--- src/rtl/avmm_wr_burst_splitter_if.sv ---
// ----------------------------------------------------------------------------
// avmm_wr_burst_splitter_if
// One AVMM write channel: address, burstcount, writedata, write, waitrequest.
// The splitter uses one instance on its upstream side (slave modport) and one
// on its downstream side (master modport).
//
// Handshake: a beat transfers on a clock edge where write=1 and
// waitrequest=0. While waitrequest=1 the master holds address, burstcount,
// writedata and write stable.
//
// Signals:
//   address     master->slave  ADDR_WIDTH   byte address of the burst
//   burstcount  master->slave  BURST_WIDTH  burst length in lines
//   writedata   master->slave  DATA_WIDTH   one cache line per beat
//   write       master->slave  1            beat valid
//   waitrequest slave->master  1            backpressure
// ----------------------------------------------------------------------------
interface avmm_wr_burst_splitter_if #(
    parameter int ADDR_WIDTH  = 48,
    parameter int DATA_WIDTH  = 512,
    parameter int BURST_WIDTH = 7
);
    logic [ADDR_WIDTH-1:0]  address;
    logic [BURST_WIDTH-1:0] burstcount;
    logic [DATA_WIDTH-1:0]  writedata;
    logic                   write;
    logic                   waitrequest;

    modport master (
        output address,
        output burstcount,
        output writedata,
        output write,
        input  waitrequest
    );

    modport slave (
        input  address,
        input  burstcount,
        input  writedata,
        input  write,
        output waitrequest
    );
endinterface

--- src/rtl/avmm_wr_burst_splitter.sv ---
// ----------------------------------------------------------------------------
// avmm_wr_burst_splitter
// Re-issues arbitrary-length AVMM write bursts of cache lines as sub-bursts of
// 1, 2 or 4 lines, each naturally aligned to its length. Data is passed
// through with zero latency; only address and burstcount are rewritten.
//
// Ports:
//   clk             in   clock
//   reset_n         in   asynchronous active-low reset
//   in_bus          slave modport, upstream burst (burstcount up to 64)
//   out_bus         master modport, downstream sub-bursts (burstcount 1/2/4)
//   busy            out  high while inside a multi-beat input burst
//   err_zero_burst  out  sticky, an input burst with burstcount 0 was accepted
//   sub_burst_count out  number of sub-bursts issued (wraps)
//   o_dbg_state     out  FSM state (0=IDLE, 1=BURST)
// ----------------------------------------------------------------------------
module avmm_wr_burst_splitter #(
    parameter int ADDR_WIDTH     = 48,
    parameter int DATA_WIDTH     = 512,
    parameter int IN_BURST_WIDTH = 7,
    parameter int COUNT_WIDTH    = 32
) (
    input  logic                   clk,
    input  logic                   reset_n,
    avmm_wr_burst_splitter_if.slave  in_bus,
    avmm_wr_burst_splitter_if.master out_bus,
    output logic                   busy,
    output logic                   err_zero_burst,
    output logic [COUNT_WIDTH-1:0] sub_burst_count,
    output logic                   o_dbg_state
);

    typedef enum logic {
        IDLE  = 1'b0,
        BURST = 1'b1
    } state_t;

    state_t                    r_state;
    state_t                    w_state_nxt;
    logic [IN_BURST_WIDTH-1:0] r_total_left;
    logic [1:0]                r_beat_idx;
    logic [2:0]                r_sub_len;
    logic [ADDR_WIDTH-1:0]     r_cur_addr;
    logic                      r_err_zero;
    logic [COUNT_WIDTH-1:0]    r_sub_cnt;

    logic                      w_accept;
    logic                      w_zero_bc;
    logic [ADDR_WIDTH-1:0]     w_eff_addr;
    logic [IN_BURST_WIDTH-1:0] w_eff_total;
    logic [2:0]                w_new_len;
    logic                      w_sub_first;
    logic [2:0]                w_len;
    logic                      w_sub_end;
    logic [ADDR_WIDTH-1:0]     w_next_addr;

    // Pure pass-through of data, valid and backpressure.
    assign out_bus.writedata = in_bus.writedata;
    assign out_bus.write     = in_bus.write;
    assign in_bus.waitrequest = out_bus.waitrequest;

    always_comb begin
        w_accept    = in_bus.write && !out_bus.waitrequest;
        w_zero_bc   = (in_bus.burstcount == '0);
        // In IDLE the current beat opens a new input burst, so address and
        // length come straight from the bus; afterwards from the registers.
        if (r_state == IDLE) begin
            w_eff_addr  = {in_bus.address[ADDR_WIDTH-1:6], 6'b0};
            w_eff_total = w_zero_bc ? IN_BURST_WIDTH'(1) : in_bus.burstcount;
        end else begin
            w_eff_addr  = r_cur_addr;
            w_eff_total = r_total_left;
        end
        // Largest aligned length that fits in the remaining lines.
        if ((w_eff_total >= IN_BURST_WIDTH'(4)) && (w_eff_addr[7:6] == 2'b00)) begin
            w_new_len = 3'd4;
        end else if ((w_eff_total >= IN_BURST_WIDTH'(2)) && !w_eff_addr[6]) begin
            w_new_len = 3'd2;
        end else begin
            w_new_len = 3'd1;
        end
        w_sub_first = (r_beat_idx == 2'd0);
        w_len       = w_sub_first ? w_new_len : r_sub_len;
        w_sub_end   = (({1'b0, r_beat_idx} + 3'd1) == w_len);
        w_next_addr = w_eff_addr + ADDR_WIDTH'({w_len, 6'b0});
    end

    // cur_addr only moves at sub-burst ends, so within a sub-burst the
    // effective address is still its start address: later beats repeat it.
    assign out_bus.address    = w_eff_addr;
    assign out_bus.burstcount = w_len;

    // Sub-burst length never exceeds the remaining lines, so the last input
    // beat is always also the last beat of a sub-burst.
    always_comb begin
        w_state_nxt = r_state;
        case (r_state)
            IDLE: begin
                if (w_accept && (w_eff_total > IN_BURST_WIDTH'(1))) begin
                    w_state_nxt = BURST;
                end
            end
            BURST: begin
                if (w_accept && (r_total_left == IN_BURST_WIDTH'(1))) begin
                    w_state_nxt = IDLE;
                end
            end
            default: w_state_nxt = IDLE;
        endcase
    end

    always_ff @(posedge clk or negedge reset_n) begin
        if (!reset_n) begin
            r_state <= IDLE;
        end else begin
            r_state <= w_state_nxt;
        end
    end

    always_ff @(posedge clk or negedge reset_n) begin
        if (!reset_n) begin
            r_total_left <= '0;
            r_beat_idx   <= 2'd0;
            r_sub_len    <= 3'd0;
            r_cur_addr   <= '0;
            r_err_zero   <= 1'b0;
            r_sub_cnt    <= '0;
        end else if (w_accept) begin
            r_total_left <= w_eff_total - IN_BURST_WIDTH'(1);
            if ((r_state == IDLE) && w_zero_bc) begin
                r_err_zero <= 1'b1;
            end
            if (w_sub_first) begin
                r_sub_len <= w_new_len;
                r_sub_cnt <= r_sub_cnt + COUNT_WIDTH'(1);
            end
            if (w_sub_end) begin
                r_beat_idx <= 2'd0;
                r_cur_addr <= w_next_addr;
            end else begin
                r_beat_idx <= r_beat_idx + 2'd1;
                r_cur_addr <= w_eff_addr;
            end
        end
    end

    assign busy            = (r_state == BURST);
    assign err_zero_burst  = r_err_zero;
    assign sub_burst_count = r_sub_cnt;
    assign o_dbg_state     = r_state;

endmodule

--- src/flat_wrapper.sv ---
// flat-port wrapper written by rule: the top's interface ports become plain ports
module avmm_wr_burst_splitter_flat 
#(
    parameter int ADDR_WIDTH     = 48,
    parameter int DATA_WIDTH     = 512,
    parameter int IN_BURST_WIDTH = 7,
    parameter int COUNT_WIDTH    = 32
)
  (clk, reset_n, busy, err_zero_burst, sub_burst_count, o_dbg_state, in_bus_address, in_bus_burstcount, in_bus_writedata, in_bus_write, in_bus_waitrequest, out_bus_address, out_bus_burstcount, out_bus_writedata, out_bus_write, out_bus_waitrequest);
  avmm_wr_burst_splitter_if #(.ADDR_WIDTH(ADDR_WIDTH), .DATA_WIDTH(DATA_WIDTH), .BURST_WIDTH(7)) in_bus_i ();
  avmm_wr_burst_splitter_if #(.ADDR_WIDTH(ADDR_WIDTH), .DATA_WIDTH(DATA_WIDTH), .BURST_WIDTH(3)) out_bus_i ();
  input  logic clk;
  input  logic reset_n;
  output logic busy;
  output logic err_zero_burst;
  output logic [COUNT_WIDTH-1:0] sub_burst_count;
  output logic o_dbg_state;
  input wire logic [$bits(in_bus_i.address)-1:0] in_bus_address;
  input wire logic [$bits(in_bus_i.burstcount)-1:0] in_bus_burstcount;
  input wire logic [$bits(in_bus_i.writedata)-1:0] in_bus_writedata;
  input wire logic [$bits(in_bus_i.write)-1:0] in_bus_write;
  output wire logic [$bits(in_bus_i.waitrequest)-1:0] in_bus_waitrequest;
  output wire logic [$bits(out_bus_i.address)-1:0] out_bus_address;
  output wire logic [$bits(out_bus_i.burstcount)-1:0] out_bus_burstcount;
  output wire logic [$bits(out_bus_i.writedata)-1:0] out_bus_writedata;
  output wire logic [$bits(out_bus_i.write)-1:0] out_bus_write;
  input wire logic [$bits(out_bus_i.waitrequest)-1:0] out_bus_waitrequest;
  assign in_bus_i.address = in_bus_address;
  assign in_bus_i.burstcount = in_bus_burstcount;
  assign in_bus_i.writedata = in_bus_writedata;
  assign in_bus_i.write = in_bus_write;
  assign in_bus_waitrequest = in_bus_i.waitrequest;
  assign out_bus_address = out_bus_i.address;
  assign out_bus_burstcount = out_bus_i.burstcount;
  assign out_bus_writedata = out_bus_i.writedata;
  assign out_bus_write = out_bus_i.write;
  assign out_bus_i.waitrequest = out_bus_waitrequest;
  avmm_wr_burst_splitter #(.ADDR_WIDTH(ADDR_WIDTH), .DATA_WIDTH(DATA_WIDTH), .IN_BURST_WIDTH(IN_BURST_WIDTH), .COUNT_WIDTH(COUNT_WIDTH)) u_core (.clk(clk), .reset_n(reset_n), .in_bus(in_bus_i), .out_bus(out_bus_i), .busy(busy), .err_zero_burst(err_zero_burst), .sub_burst_count(sub_burst_count), .o_dbg_state(o_dbg_state));
endmodule
--- config.mk ---
export PLATFORM = sky130hd
export DESIGN_NAME = avmm_wr_burst_splitter_flat
export DESIGN_NICKNAME = d
export VERILOG_FILES = /design/src/rtl/avmm_wr_burst_splitter_if.sv /design/src/rtl/avmm_wr_burst_splitter.sv /design/src/flat_wrapper.sv
export SDC_FILE = /design/constraint.sdc
export NUM_CORES = 1
export LEC_CHECK = 0
export BUFFER_PORTS_ARGS = -buffer_cell sky130_fd_sc_hd__buf_2
export CAP_MARGIN = 10
export CELL_PAD_IN_SITES_DETAIL_PLACEMENT = 1
export CELL_PAD_IN_SITES_GLOBAL_PLACEMENT = 1
export CORE_AREA = 2 2 462 464
export CTS_BUF_LIST = sky130_fd_sc_hd__clkbuf_8 sky130_fd_sc_hd__clkbuf_16
export DETAILED_ROUTE_END_ITERATION = 10
export DIE_AREA = 0 0 464 466
export GPL_ROUTABILITY_DRIVEN = 0
export HOLD_SLACK_MARGIN = 0.1
export PLACE_DENSITY_LB_ADDON = 0.3
export SLEW_MARGIN = 20
export SYNTH_ARGS = -nofsm -noshare
export SYNTH_HDL_FRONTEND = slang
export SYNTH_SLANG_ARGS = --single-unit
--- constraint.sdc ---
create_clock -name clk -period 5.3 [get_ports clk]
set_input_delay 0 -clock clk [delete_from_list [all_inputs] [get_ports clk]]
set_output_delay 0 -clock clk [all_outputs]
set_load 0.1 [all_outputs]
# Word level (Yosys, flattened, before mapping)
# Cells that the tools add are included.
totals:
  regBits: 94
op_classes:
  eq_ne: 2
  addsub: 5
  magnitude_cmp: 3
  mux: 11
  n_bitwise: 1
  reduce_logical: 13
ops:
  columns: ["operator", "n"]
  rows:
  - ["$mux 48", 2]
  - ["$add 48x9->48", 1]
  - ["$add 32x1->32 const B", 1]
  - ["$mux 7", 2]
  - ["$eq 7x1->1 const B", 1]
  - ["$ge 7x2->1 const B", 1]
  - ["$ge 7x3->1 const B", 1]
  - ["$gt 7x1->1 const B", 1]
  - ["$logic_not 7->1", 1]
  - ["$sub 7x1->7 const B", 1]
  - ["$logic_and 1x1->1", 6]
  - ["$mux 3", 2]
  - ["$logic_not 2->1", 2]
  - ["$mux 2", 2]
  - ["$reduce_and 2->1", 2]
  - ["$add 2x1->3 const B", 1]
  - ["$eq 3x3->1", 1]
  - ["$add 2x1->2 const B", 1]
  - ["$logic_not 1->1", 2]
  - ["$mux 1", 2]
  - ["$pmux 1 s2", 1]
  - ["$not 1->1", 1]

# Depth between registers and ports, before layout
# Gate-level depths: netlist (run 1).
depth:
  ltp_word: 10
  mapped_depth: 22
  mapped_depth_nobuf: 17

# Worst setup path before layout (run 1)
# No wires, ideal clock.
synth_path:
  path_kind: "register to register"
  from: "register u_core.r_state (netlist: u_core.busy)"
  to: "register u_core.r_cur_addr[46]"
  setup_ps: 69
  path_slack_ps: -1642
  stages_incl_launch_ff: 21
  path_buffers: 6
  arrival_ps: 6873
  cell_sequence: "dfrtp_1 > buf_6 > buf_6 > buf_6 > buf_4 > buf_2 > o31a_1 > inv_1 > ha_1 > nor2b_1 > nand2_1 > o21ai_0 > ha_1 > inv_1 > fa_1 > inv_1 > a21oi_1 > or4_1 > buf_2 > or4_1 > nand3_1"
synth_between:
  elab_chain_len: 8
  word_cells_on_any_way: 14
  cone_classes: "add/sub (1); order compare (2); eq/ne (1); mux (6); reduce/logical (4)"
synth_rtl:
  columns: ["element", "line", "rtl"]
  rows:
  - ["start, declared", "avmm_wr_burst_splitter.sv:38", "state_t r_state;"]
  - ["start signal, assigned", "avmm_wr_burst_splitter.sv:116", "r_state <= w_state_nxt;"]
  - ["$mux 7 or $mux 48 (tied branches)", "avmm_wr_burst_splitter.sv:67", "if (r_state == IDLE) begin"]
  - ["$ge 7x2->1 or $logic_not 1->1 (tied branches)", "avmm_wr_burst_splitter.sv:77", "end else if ((w_eff_total >= IN_BURST_WIDTH'(2)) && !w_eff_addr[6]) begin"]
  - ["$logic_and 1x1->1", "avmm_wr_burst_splitter.sv:77", null]
  - ["$mux 2", "avmm_wr_burst_splitter.sv:77", null]
  - ["$mux 3 *", "avmm_wr_burst_splitter.sv:75", "if ((w_eff_total >= IN_BURST_WIDTH'(4)) && (w_eff_addr[7:6] == 2'b00)) begin"]
  - ["$mux 3 *", "avmm_wr_burst_splitter.sv:83", "w_len = w_sub_first ? w_new_len : r_sub_len;"]
  - ["via out_bus_burstcount[0]", "flat_wrapper.sv:24", "output wire logic [$bits(out_bus_i.burstcount)-1:0] out_bus_burstcount;"]
  - ["$add 48x9->48 or $eq 3x3->1 (tied branches)", "avmm_wr_burst_splitter.sv:85, avmm_wr_burst_splitter.sv:84", null]
  - ["$mux 48 *", "avmm_wr_burst_splitter.sv:137", "if (w_sub_end) begin"]
  - ["end signal, assigned", "avmm_wr_burst_splitter.sv:139", "r_cur_addr <= w_next_addr;"]
  - ["end signal, assigned", "avmm_wr_burst_splitter.sv:142", "r_cur_addr <= w_eff_addr;"]
  - ["end, declared", "avmm_wr_burst_splitter.sv:43", "logic [ADDR_WIDTH-1:0] r_cur_addr;"]
# Mark *: on every way through the listed nets, which the timed path passes. The rest lies on a longest branch.
# A chain may end at the register's enable or synchronous reset.

# Worst setup path after layout (run 1)
layout_path:
  from: "register u_core.r_state (netlist: u_core.busy)"
  to: "register u_core.r_cur_addr[22]"
layout_between:
  elab_chain_len: 8
  word_cells_on_any_way: 14
  cone_classes: "add/sub (1); order compare (2); eq/ne (1); mux (6); reduce/logical (4)"
layout_rtl:
  columns: ["element", "line"]
  rows:
  - ["$mux 7 or $mux 48 (tied branches)", "avmm_wr_burst_splitter.sv:67"]
  - ["$ge 7x2->1 or $logic_not 1->1 (tied branches)", "avmm_wr_burst_splitter.sv:77"]
  - ["$logic_and 1x1->1", "avmm_wr_burst_splitter.sv:77"]
  - ["$mux 2", "avmm_wr_burst_splitter.sv:77"]
  - ["$mux 3", "avmm_wr_burst_splitter.sv:75"]
  - ["$mux 3", "avmm_wr_burst_splitter.sv:83"]
  - ["$add 48x9->48 or $eq 3x3->1 (tied branches)", "avmm_wr_burst_splitter.sv:85, avmm_wr_burst_splitter.sv:84"]
  - ["$mux 48 *", "avmm_wr_burst_splitter.sv:137"]
# Every way passes the cells marked *; elsewhere a longest branch is shown, timed or not.

==> summary.txt, run 1 <==
Area of the multi-input gates = 0.00353 mm²
Initial antenna violation count = 99
Fin. max-slew vios = 0
Gr busiest metal = met2
Die Footprint = 0.216 mm²
Predominant post-synthesis flop cell = dfrtp_1
Largest net degree at the start of global routing = 95
Die Height = 466 µm
CTS Buf Count = 9
Setup bufs post-CTS = 0
Clk_skew = 0.0356 ns
Reg2reg start = u_core.busy
Die width = 464 µm
Post-Syn Nets = 1751
Yosys reg bits = 94
Crit path top cell by count = buf_4
Worst-path fanout max = 26
Place WS = 0.848 ns
Post-CTS Resized = 0
Final Cycle Share = 0.894
Delay of the slowest critical-path stage = 0.66 ns
Minimum clock period after layout = 4.74 ns
Root Driver = clkbuf_16
P per Cell Area = 503 mW/mm²
Vias in the first global route = 9421
WP data required = 5.61 ns
DRC viols = 0
Share of cells above drive strength 1 = 0.205
Clock Latency Late Sink = 0.46 ns
WHS = 0.108 ns
Core Rows = 169
Cell Area, Placed = 0.0104 mm²
H-tree depth = 3
Max Root-Sink Buffers = 2
Reg2reg end = u_core.r_cur_addr[22]
Number of synthesized flops with an enable pin = 0
Multiplexer area fraction after synthesis = 0.0566
Synth Area in Compound Gates = 0.0780
Global route overflow = 0
Synth warn = 0
Routed wire length = 94600 µm
R2r worst-path depth = 14
Worst Setup SP = u_core.busy
Crit end category = flop
Max Freq = 0.211 GHz
Met1 Usage GRT = 0.0855
Hold Violations, Final = 0
WS Path Type = flop to flop
Slowest CP cell = dfrtp_4
Initial core utilization = 0.0471
Average size of a mapped cell = 8.50 µm²
Worst setup path endpoint = u_core.r_cur_addr[22]
Port Buffer Count = 140
Main combinational cell family by area after synthesis = buffers and inverters
Worst Hold Class = input port to asynchronous set/reset pin
Routed Antenna Nets = 0
Commonest non-fill, non-tap cell in the layout = dlygate4sd3_1
Simple-gate portion of the synthesized area = 0.154
Max_slew headroom = 0.207
TritonCTS clock tree = built
Xor/xnor share of the synthesized area = 0.0502
Seq/Total Area, Yosys = 0.236
Transition time of the tightest slew-check pin = 1.19 ns
P&R area growth vs syn = 69.0%
Post-synth cell types = 70
# fillers = 24800
CTS Hold Bufs = 565
Async set-or-reset flop fraction in the synthesized netlist = 1.00
RSZ-0062 raised after global routing = no
Leakage power = 0.00616 µW
Most frequent cells in the layout = 519 x dlygate4sd3_1, 145 x buf_2, 93 x dfrtp_1
Worst-path clk slew = 0.12 ns
Vias = 9179
First-pass GRT wire length = 115000 µm
FF+latch area = 0.00236 mm²
Design Area, Final = 0.0168 mm²
FF-to-FF setup slack = 0.56 ns
Gate Count Post-Synth = 1170
Crit-path cells = buf_4 > nor4_4 > o22ai_2 > and3_2 > or3_2 > fa_1 > inv_1 > a21oi_1 > buf_4 > nor4_4 > buf_4 > and3_1 > dlygate4sd3_1 > o31ai_1
Vias per inst = 2.17
1st-pass router iterations = 4
Crit path DAT = 5.05 ns
GR Util met2 = 0.148
Mean routed wirelength per cell = 22.4 µm
Finished Core Util = 0.0796
Iter 0 DRT Violations = 369
Synth Area in Adders = 0.0133
Mapped cell area = 0.00995 mm²
Post-Route Setup TNS = 0 ns
I/O pin count = 1171
Max rail drop VDD = 0.264 mV
CTS Sinks = 94
GRT met3 Usage = 0.0380
Final nets = 1944
Endpoints failing setup = 0
GRT Total Usage = 0.0836
Final worst slack = 0.560 ns
Number of max-cap violations = 0
Startpoint Class = flop
Core ar. = 0.211 mm²
Run status = complete, no violations
Detailed placer's ending HPWL = 79700 µm
==> cells by family after synthesis <==
| group | count (synthesis) |
|---|---|
| muxes | 52 |
| xor gates and xnor gates | 57 |
| adders and majority gates | 10 |
| and+or+nand+nor | 276 |
| AOI/OAI and AO/OA | 115 |
| DFF | 94 |
| buffers and inverters | 566 |
==> layer usage <==
layer	up-vias	part of all wire
li1	3832	-
met4	36	0.040
met1	4335	0.35
met5	-	0.0026
met3	187	0.10
met2	789	0.50
==> cell type report <==
cell class | instances | share of cell area
multi-input cells | 510 | 0.210
diodes | 44 | 0.00655
clock buffers | 9 | 0.0134
well taps | 2821 | 0.210
clock inverters | 7 | 0.00454
inverters | 20 | 0.00446
flip-flops and latches | 94 | 0.140
repair buffers | 728 | 0.411
==> Yosys cell counts (3+ instances only) <==
master / count / area [µm²]
o22ai_1: 7 / 43.8
a21oi_1: 21 / 105
xnor2_1: 43 / 377
mux2_2: 30 / 338
a31oi_1: 5 / 31.3
dfrtp_1: 94 / 2350
nor2b_1: 7 / 43.8
buf_2: 8 / 40.0
and2_1: 16 / 100
nor3_1: 18 / 90.1
and4b_1: 3 / 30.0
nand2_1: 84 / 315
buf_4: 516 / 3870
o21ai_0: 36 / 180
a22oi_1: 3 / 22.5
and4_1: 5 / 43.8
nor4_1: 10 / 62.6
o31ai_1: 12 / 90.1
nand4b_1: 3 / 26.3
or4_1: 4 / 30.0
inv_1: 19 / 71.3
nor4b_1: 4 / 35.0
nand3_1: 30 / 150
or3_1: 4 / 25.0
o211ai_1: 3 / 22.5
nand4_1: 15 / 93.8
nor2_1: 28 / 105
buf_6: 3 / 33.8
clkbuf_1: 18 / 67.6
xor2_1: 14 / 123
mux2i_1: 21 / 210
nand2b_1: 8 / 50.1
and3_1: 18 / 113
ha_1: 9 / 113
nand3b_1: 3 / 22.5
a21o_1: 7 / 52.6
==> per-stage QoR <==
| step | total power [µW] | cells |
|---|---|---|
| 3_3_place_gp | 5780 | 3608 |
| 5_1_grt | 8970 | 4208 |
| 3_5_place_dp | 5780 | 3608 |
| 6_report | 8460 | 4233 |
| 4_1_cts | 8770 | 4189 |
| 2_1_floorplan | 6200 | 1170 |
==> sequential cells by signal, indices dropped and copies added (netlist names) <==
signal	count
u_core.r_cur_addr	48
u_core.sub_burst_count	32
u_core.r_total_left	7
u_core.r_sub_len	3
u_core.r_beat_idx	2
u_core.busy	1
u_core.err_zero_burst	1
==> how the worst min path moves through the flow <==
stage | start | endpoint | slack [ns] | cells after the start
floorplan | reset_n | u_core.busy | -0.30 | 0
global placement | in_bus_writedata[122] | out_bus_writedata[122] | 0.0007 | 0
detailed placement | in_bus_writedata[122] | out_bus_writedata[122] | 0.0007 | 0
CTS | in_bus_address[32] | u_core.r_cur_addr[32] | 0.11 | 5
global route | reset_n | u_core.sub_burst_count[29] | 0.15 | 3
finish | reset_n | u_core.sub_burst_count[29] | 0.11 | 3
==> critical path, delay by kind of cell (launching register included) <==
kind                       cells  cell delay (ns)
AOI/OAI and AO/OA              3             0.48
DFF                            1             0.66
buffers and inverters          5             1.47
adders and majority gates      1             0.45
and+or+nand+nor                5             1.49
==> report_power, final <==
| group | leakage (µW) | total [µW] | internal [µW] | switching (µW) |
|---|---|---|---|---|
| combinational | 0.00476 | 6510 | 1300 | 5220 |
| clock | 0.000154 | 842 | 375 | 467 |
| sequential | 0.00124 | 1110 | 902 | 204 |
| total | 0.00616 | 8460 | 2570 | 5890 |
(Power assumes the default switching activity.)
==> run 2: changes to the inputs <==
- ABC_AREA: default -> 1
- CORE_AREA: 2 2 462 464 -> 2 2 455 457
- DIE_AREA: 0 0 464 466 -> 0 0 457 459
==> run 2 against run 1 <==
- total power rose by 9.5%
- clock skew down 0.011 ns
- worst hold slack better by 0.048 ns
- sequential cell count unchanged
- clock power decreased by 11%
- register-to-register slack better by 0.63 ns
- combinational power grew 14%
- die area decreased by 3.0%
- sequential share of layout area decreased by 0.15 points
- synthesized area up 9.3%
- critical endpoint is now u_core.r_cur_addr[32]
==> summary.txt, run 2 <==
Core ar. = 0.206 mm²
Post-Syn Nets = 2171
Seq/Total Area, Yosys = 0.216
Worst Hold Class = input port to output port
Startpoint Class = input port
Post-synth top area share = 0.358
Endpoints failing setup = 0
Minimum clock period after layout = 4.22 ns
Port Buffer Count = 140
Predominant post-synthesis flop cell = dfrtp_1
Clock Latency Late Sink = 0.43 ns
Post-synth cell types = 39
Transition time of the tightest slew-check pin = 1.20 ns
List of most frequent post-synthesis cells = 518 x buf_4, 502 x nand2_1, 94 x dfrtp_1
Mean routed wirelength per cell = 23.1 µm
P per Cell Area = 546 mW/mm²
Clk_skew = 0.0242 ns
Die Height = 459 µm
CTS Sinks = 94
Run status = complete, no violations
Mapped cell area = 0.0109 mm²
Global route overflow = 0
Final Cycle Share = 0.796
I/O pin count = 1171
Average size of a mapped cell = 6.84 µm²
Top cells by area, synth = buf_4 36%, dfrtp_1 22%, nand2_1 17%, nand3_1 3.5%, xor2_1 3.0%
CTS Buf Count = 9
Largest net degree at the start of global routing = 64
Max Used Layer = met5
Hold Violations, Final = 0
Die Footprint = 0.210 mm²
Final worst slack = 1.08 ns
Met2 wire length = 51600 µm
Switch share = 0.729
FF-to-FF setup slack = 1.19 ns
Share of cells above drive strength 1 = 0.164
WS Path Type = input port to flop
Main combinational cell family by area after synthesis = buffers and inverters
Most frequent cells in the layout = 502 x nand2_1, 477 x dlygate4sd3_1, 141 x buf_2
M1 WL = 40600 µm
Die width = 457 µm
Initial antenna violation count = 99
Max rail drop VDD = 0.364 mV
Reg2reg end = u_core.r_cur_addr[32]
Detailed placer's ending HPWL = 89800 µm
Combinational share of power = 0.799
HP Start = in_bus_writedata[51]
Routed Antenna Nets = 0
Clock network fraction of total power = 0.081
Gate Count Post-Synth = 1590
GRT Total Usage = 0.0939
WP data required = 5.66 ns
Hold Path End = out_bus_writedata[51]
Synth warn = 0
R2r worst-path depth = 24
Async set-or-reset flop fraction in the synthesized netlist = 1.00
Pwr Total = 9270 µW
P_sw = 6760 µW
Int Pwr = 2510 µW
Synth Area in Adders = 0.0122
# fillers = 24600
Max Freq = 0.237 GHz
Post-Route Setup TNS = 0 ns
Leakage power = 0.00675 µW
Initial core utilization = 0.0529
Routed wire length = 103000 µm
Post-CTS Resized = 0
Detail Route met3 WL = 9010 µm
Simple-gate portion of the synthesized area = 0.297
Vias = 10600
TritonCTS clock tree = built
Count leader, synth = buf_4
Max_slew headroom = 0.195
Largest reg by FF count = u_core.r_cur_addr
Worst-path fanout max = 5
P&R area growth vs syn = 56.2%
H-tree depth = 3
Root Driver = clkbuf_16
Commonest non-fill, non-tap cell in the layout = nand2_1
Iter 0 DRT Violations = 396
DRC viols = 0
Max reg flops = 48
Place WS = 1.04 ns
Yosys reg bits = 94
Max Root-Sink Buffers = 2
Hold path depth = 1
Number of max-cap violations = 0
Sequential share of power = 0.120
Vias per inst = 2.37
Worst-path clk slew = 0.08 ns
Final nets = 2303
Synth Area in Compound Gates = 0.0158
RSZ-0062 raised after global routing = no
Fin. max-slew vios = 0
First-pass GRT wire length = 127000 µm
Reg2reg start = u_core.busy
Core Rows = 167
1st-pass router iterations = 4
WHS = 0.156 ns
Crit path DAT = 4.58 ns
Multiplexer area fraction after synthesis = 0
Xor/xnor share of the synthesized area = 0.0507
Crit end category = flop
Yosys top cell by area = buf_4
Vias in the first global route = 11000
Number of synthesized flops with an enable pin = 0
run 2: cell type report:
type,instances,area (µm²),area share
Tap cell,2704,3380,0.199
Antenna cell,45,113,0.00663
Sequential cell,94,2350,0.139
Inverter,83,318,0.0187
Clock buffer,9,225,0.0133
Timing Repair Buffer,671,6440,0.379
Multi-Input combinational cell,863,4100,0.241
Clock inverter,7,56.3,0.00331
run 2: power groups by stage:
stage	clock [µW]	combinational, µW	sequential [µW]
after CTS	845	7660	1110
after global routing	841	7910	1150
after floorplan	0	5780	1290
final	752	7400	1110
after detailed placement	0	5630	1120
after global placement	0	5640	1120
run 2: cell families (layout without fill, tap and decap cells):
logic type / count (synthesis) / in the layout
AND/OR/NAND/NOR: 759 / 759
buffers and inverters: 633 / 770
flip-flops: 94 / 94
XOR/XNOR: 63 / 63
AO/OA/AOI/OAI: 31 / 31
adder cells (fa/ha/maj): 10 / 10
other: 0 / 45
run 2: critical path: stages:
cell	delay, ns
dlygate4sd3_1	0.60
buf_2	0.16
inv_1	0.06
nand2_1	0.07
nor4_1	0.35
o22ai_1	0.21
ha_1	0.23
nand3b_1	0.15
nor2_1	0.13
nand2_1	0.12
nand3_1	0.11
nand2_1	0.08
inv_1	0.08
ha_1	0.18
inv_1	0.09
fa_1	0.44
inv_1	0.10
nand2_1	0.05
nand2_1	0.06
nand2_1	0.17
nor2_4	0.22
nand2_1	0.13
nor3_2	0.29
xor2_1	0.18
nand3_1	0.10
nand2_1	0.10
nand2_1	0.05
nand2_1	0.08
run 2: worst max-delay path by stage:
stage / from / endpoint / slack [ns] / cells past startpoint
final: in_bus_burstcount[2] / u_core.r_cur_addr[32] / 1.08 / 28
after detailed placement: u_core.busy / u_core.r_cur_addr[32] / 1.04 / 24
after global routing: in_bus_burstcount[3] / u_core.r_cur_addr[32] / 0.58 / 28
after global placement: u_core.busy / u_core.r_cur_addr[32] / 1.02 / 24
after floorplan: u_core.busy / u_core.r_cur_addr[38] / 0.27 / 24
after CTS: in_bus_burstcount[3] / u_core.r_cur_addr[32] / 1.01 / 28
run 2: metal layers:
layer | GRT usage | vias up
li1 | - | 4669
met1 | 0.107 | 5025
met2 | 0.167 | 762
met3 | 0.0342 | 127
met4 | 0.0198 | 40
met5 | 0 | -
run 2: through the flow:
| stage | cell area, µm² | util | instances |
|---|---|---|---|
| 4_1_cts | 16900 | 0.0821 | 4431 |
| 6_report | 17000 | 0.0826 | 4476 |
| 3_5_place_dp | 10900 | 0.0531 | 3892 |
| 3_3_place_gp | 10900 | 0.0531 | 3892 |
| 5_1_grt | 16900 | 0.0823 | 4447 |
| 2_1_floorplan | 10900 | - | 1590 |
run 2: repair_timing:
action                    CTS  global route
hold endpoints to repair  555             0
hold buffers              523             0
buffers inserted            0             0
==> run 3: changes to the inputs <==
- ABC_AREA: 1 -> 0
- CORE_AREA: 2 2 455 457 -> 2 2 462 464
- DIE_AREA: 0 0 457 459 -> 0 0 464 466
- clock period: 5.3 -> 4 ns (I/O delays scaled with it)
==> run 3 against run 2 <==
- sequential cell count unchanged
- final cell count decreased by 5.2%
- sequential share of layout area decreased by 0.18 points
- first-iteration DRC count increased by 18%
- clock power increased by 50%
- critical path depth decreased by 9
- non-clock buffer count increased by 72
- via count decreased by 11%
- global-route usage decreased by 1.0 points
- die area increased by 3.1%
- register-to-register slack got worse by 0.86 ns
- worst setup slack got worse by 0.82 ns
- critical path type unchanged
- highest routed layer unchanged
==> summary.txt, run 3 (synthesis gave the netlist of run 1 again) <==
Max Freq = 0.268 GHz
Number of max-cap violations = 0
Vias = 9427
Max_slew headroom = 0.202
Vias in the first global route = 9587
Hold Violations, Final = 0
Worst Hold Class = input port to output port
WS Path Type = input port to flop
Clk_skew = 0.0230 ns
1st-pass router iterations = 5
Cell Area, Placed = 0.0108 mm²
H-tree depth = 3
Reg2reg start = u_core.busy
Non-Filler Instances = 4243
Minimum clock period after layout = 3.73 ns
Commonest non-fill, non-tap cell in the layout = dlygate4sd3_1
Reg2reg end = u_core.r_cur_addr[41]
Core Rows = 169
Initial antenna violation count = 112
Most frequent cells in the layout = 504 x dlygate4sd3_1, 144 x buf_2, 93 x dfrtp_1
Hold Path End = out_bus_writedata[98]
P per Cell Area = 686 mW/mm²
WP data required = 4.31 ns
Transition time of the tightest slew-check pin = 1.19 ns
Root Driver = clkbuf_16
Worst-path fanout max = 6
Crit path DAT = 4.05 ns
CTS Buf Count = 9
Die width = 464 µm
Routed wire length = 96000 µm
Vias per inst = 2.22
CTS Sinks = 94
Final worst slack = 0.267 ns
Endpoints failing setup = 0
Fin. max-slew vios = 0
P&R area growth vs syn = 73.2%
Hold path depth = 1
DRC viols = 0
Final Cycle Share = 0.933
Global route overflow = 0
HP Start = in_bus_writedata[98]
Largest net degree at the start of global routing = 95
Leakage power = 0.00641 µW
First-pass GRT wire length = 116000 µm
Core ar. = 0.211 mm²
Largest reg by FF count = u_core.r_cur_addr
Port Buffer Count = 140
I/O pin count = 1171
Crit end category = flop
Die Footprint = 0.216 mm²
Max reg flops = 48
Run status = complete, no violations
Design Area, Final = 0.0172 mm²
Clock Latency Late Sink = 0.43 ns
RSZ-0062 raised after global routing = no
TritonCTS clock tree = built
Max rail drop VDD = 0.411 mV
Max Root-Sink Buffers = 2
FF-to-FF setup slack = 0.33 ns
Post-Route Setup TNS = 0 ns
Iter 0 DRT Violations = 468
Detailed placer's ending HPWL = 82300 µm
Startpoint Class = input port
R2r worst-path depth = 18
Pwr Total = 11800 µW
Die Height = 466 µm
Worst-path clk slew = 0.08 ns
Final nets = 1959
Place WS = 0.114 ns
Share of cells above drive strength 1 = 0.242
Mean routed wirelength per cell = 22.6 µm
Initial core utilization = 0.0471
GRT Total Usage = 0.0839
Dpl cells = 3632
Routed Antenna Nets = 0
==> run 3: changes by cell type in the layout (fill, tap and decap cells not counted), sizes merged, moves of 21 or more <==
cell,delta
mux2i,+21
mux2,+31
dlygate4sd3,+27
xor2,-23
inv,-63
nor2,-79
nand3,-47
buf,+45
nand2,-447
==> run 3: worst max-delay path, stage by stage <==
cell           delay [ns]
dlygate4sd3_1        0.54
buf_2                0.13
or3_1                0.39
nor2_1               0.14
o31a_1               0.16
inv_1                0.07
ha_2                 0.17
nor2b_1              0.14
nand2_1              0.15
o21ai_4              0.19
ha_2                 0.22
inv_2                0.04
fa_2                 0.37
inv_2                0.08
a21oi_4              0.10
buf_4                0.18
or4_1                0.53
mux2i_1              0.15
a221oi_1             0.28
==> run 3: layout make-up <==
cell class | count | area, µm²
diodes | 39 | 97.6
clock buffers | 10 | 239
clock inverters | 6 | 97.6
fillers | 24800 | 194000
inverters | 20 | 78.8
multi-input cells | 510 | 3750
flip-flops and latches | 94 | 2360
well taps | 2821 | 3530
repair buffers | 743 | 7080
==> run 3: worst max path at each step <==
stage	startpoint	endpoint	slack (ns)	depth (start not counted)
2_1_floorplan	u_core.busy	u_core.r_cur_addr[46]	-0.59	21
3_3_place_gp	in_bus_burstcount[5]	u_core.r_cur_addr[26]	-0.01	18
3_5_place_dp	in_bus_burstcount[5]	u_core.r_cur_addr[43]	0.11	20
4_1_cts	in_bus_burstcount[5]	u_core.r_cur_addr[43]	0.03	21
5_1_grt	in_bus_burstcount[5]	u_core.r_cur_addr[35]	0.04	21
6_report	in_bus_burstcount[5]	u_core.r_cur_addr[28]	0.27	19
==> run 3: layer usage <==
metal  global-route usage  routed length (µm)  vias up  share of wire
li1                     -                   -     3855              -
met1               0.0834               32700     4493           0.34
met2                0.157               50100      841           0.52
met3               0.0329                9330      196          0.097
met4               0.0302                3530       42          0.037
met5                    0                 295        -         0.0031
==> run 3: per-stage QoR <==
stage          hold WS, ns  utilization
5_1_grt              0.158       0.0814
3_5_place_dp      0.000681       0.0511
4_1_cts              0.121       0.0811
2_1_floorplan       -0.296            -
3_3_place_gp      0.000681       0.0511
6_report             0.158       0.0816
==> run 3: timing repair <==
| action | 4_1_cts | 5_1_grt |
|---|---|---|
| gates resized for setup | 0 | 3 |
| buffers inserted | 0 | 2 |
| hold buffers | 554 | 0 |
| endpoints found under the hold margin | 645 | 0 |
| endpoints found under the setup margin | 0 | 10 |
==> run 3: where the power goes <==
part	internal, µW	switching, µW
sequential	1200	238
clock	579	555
combinational	2010	7250
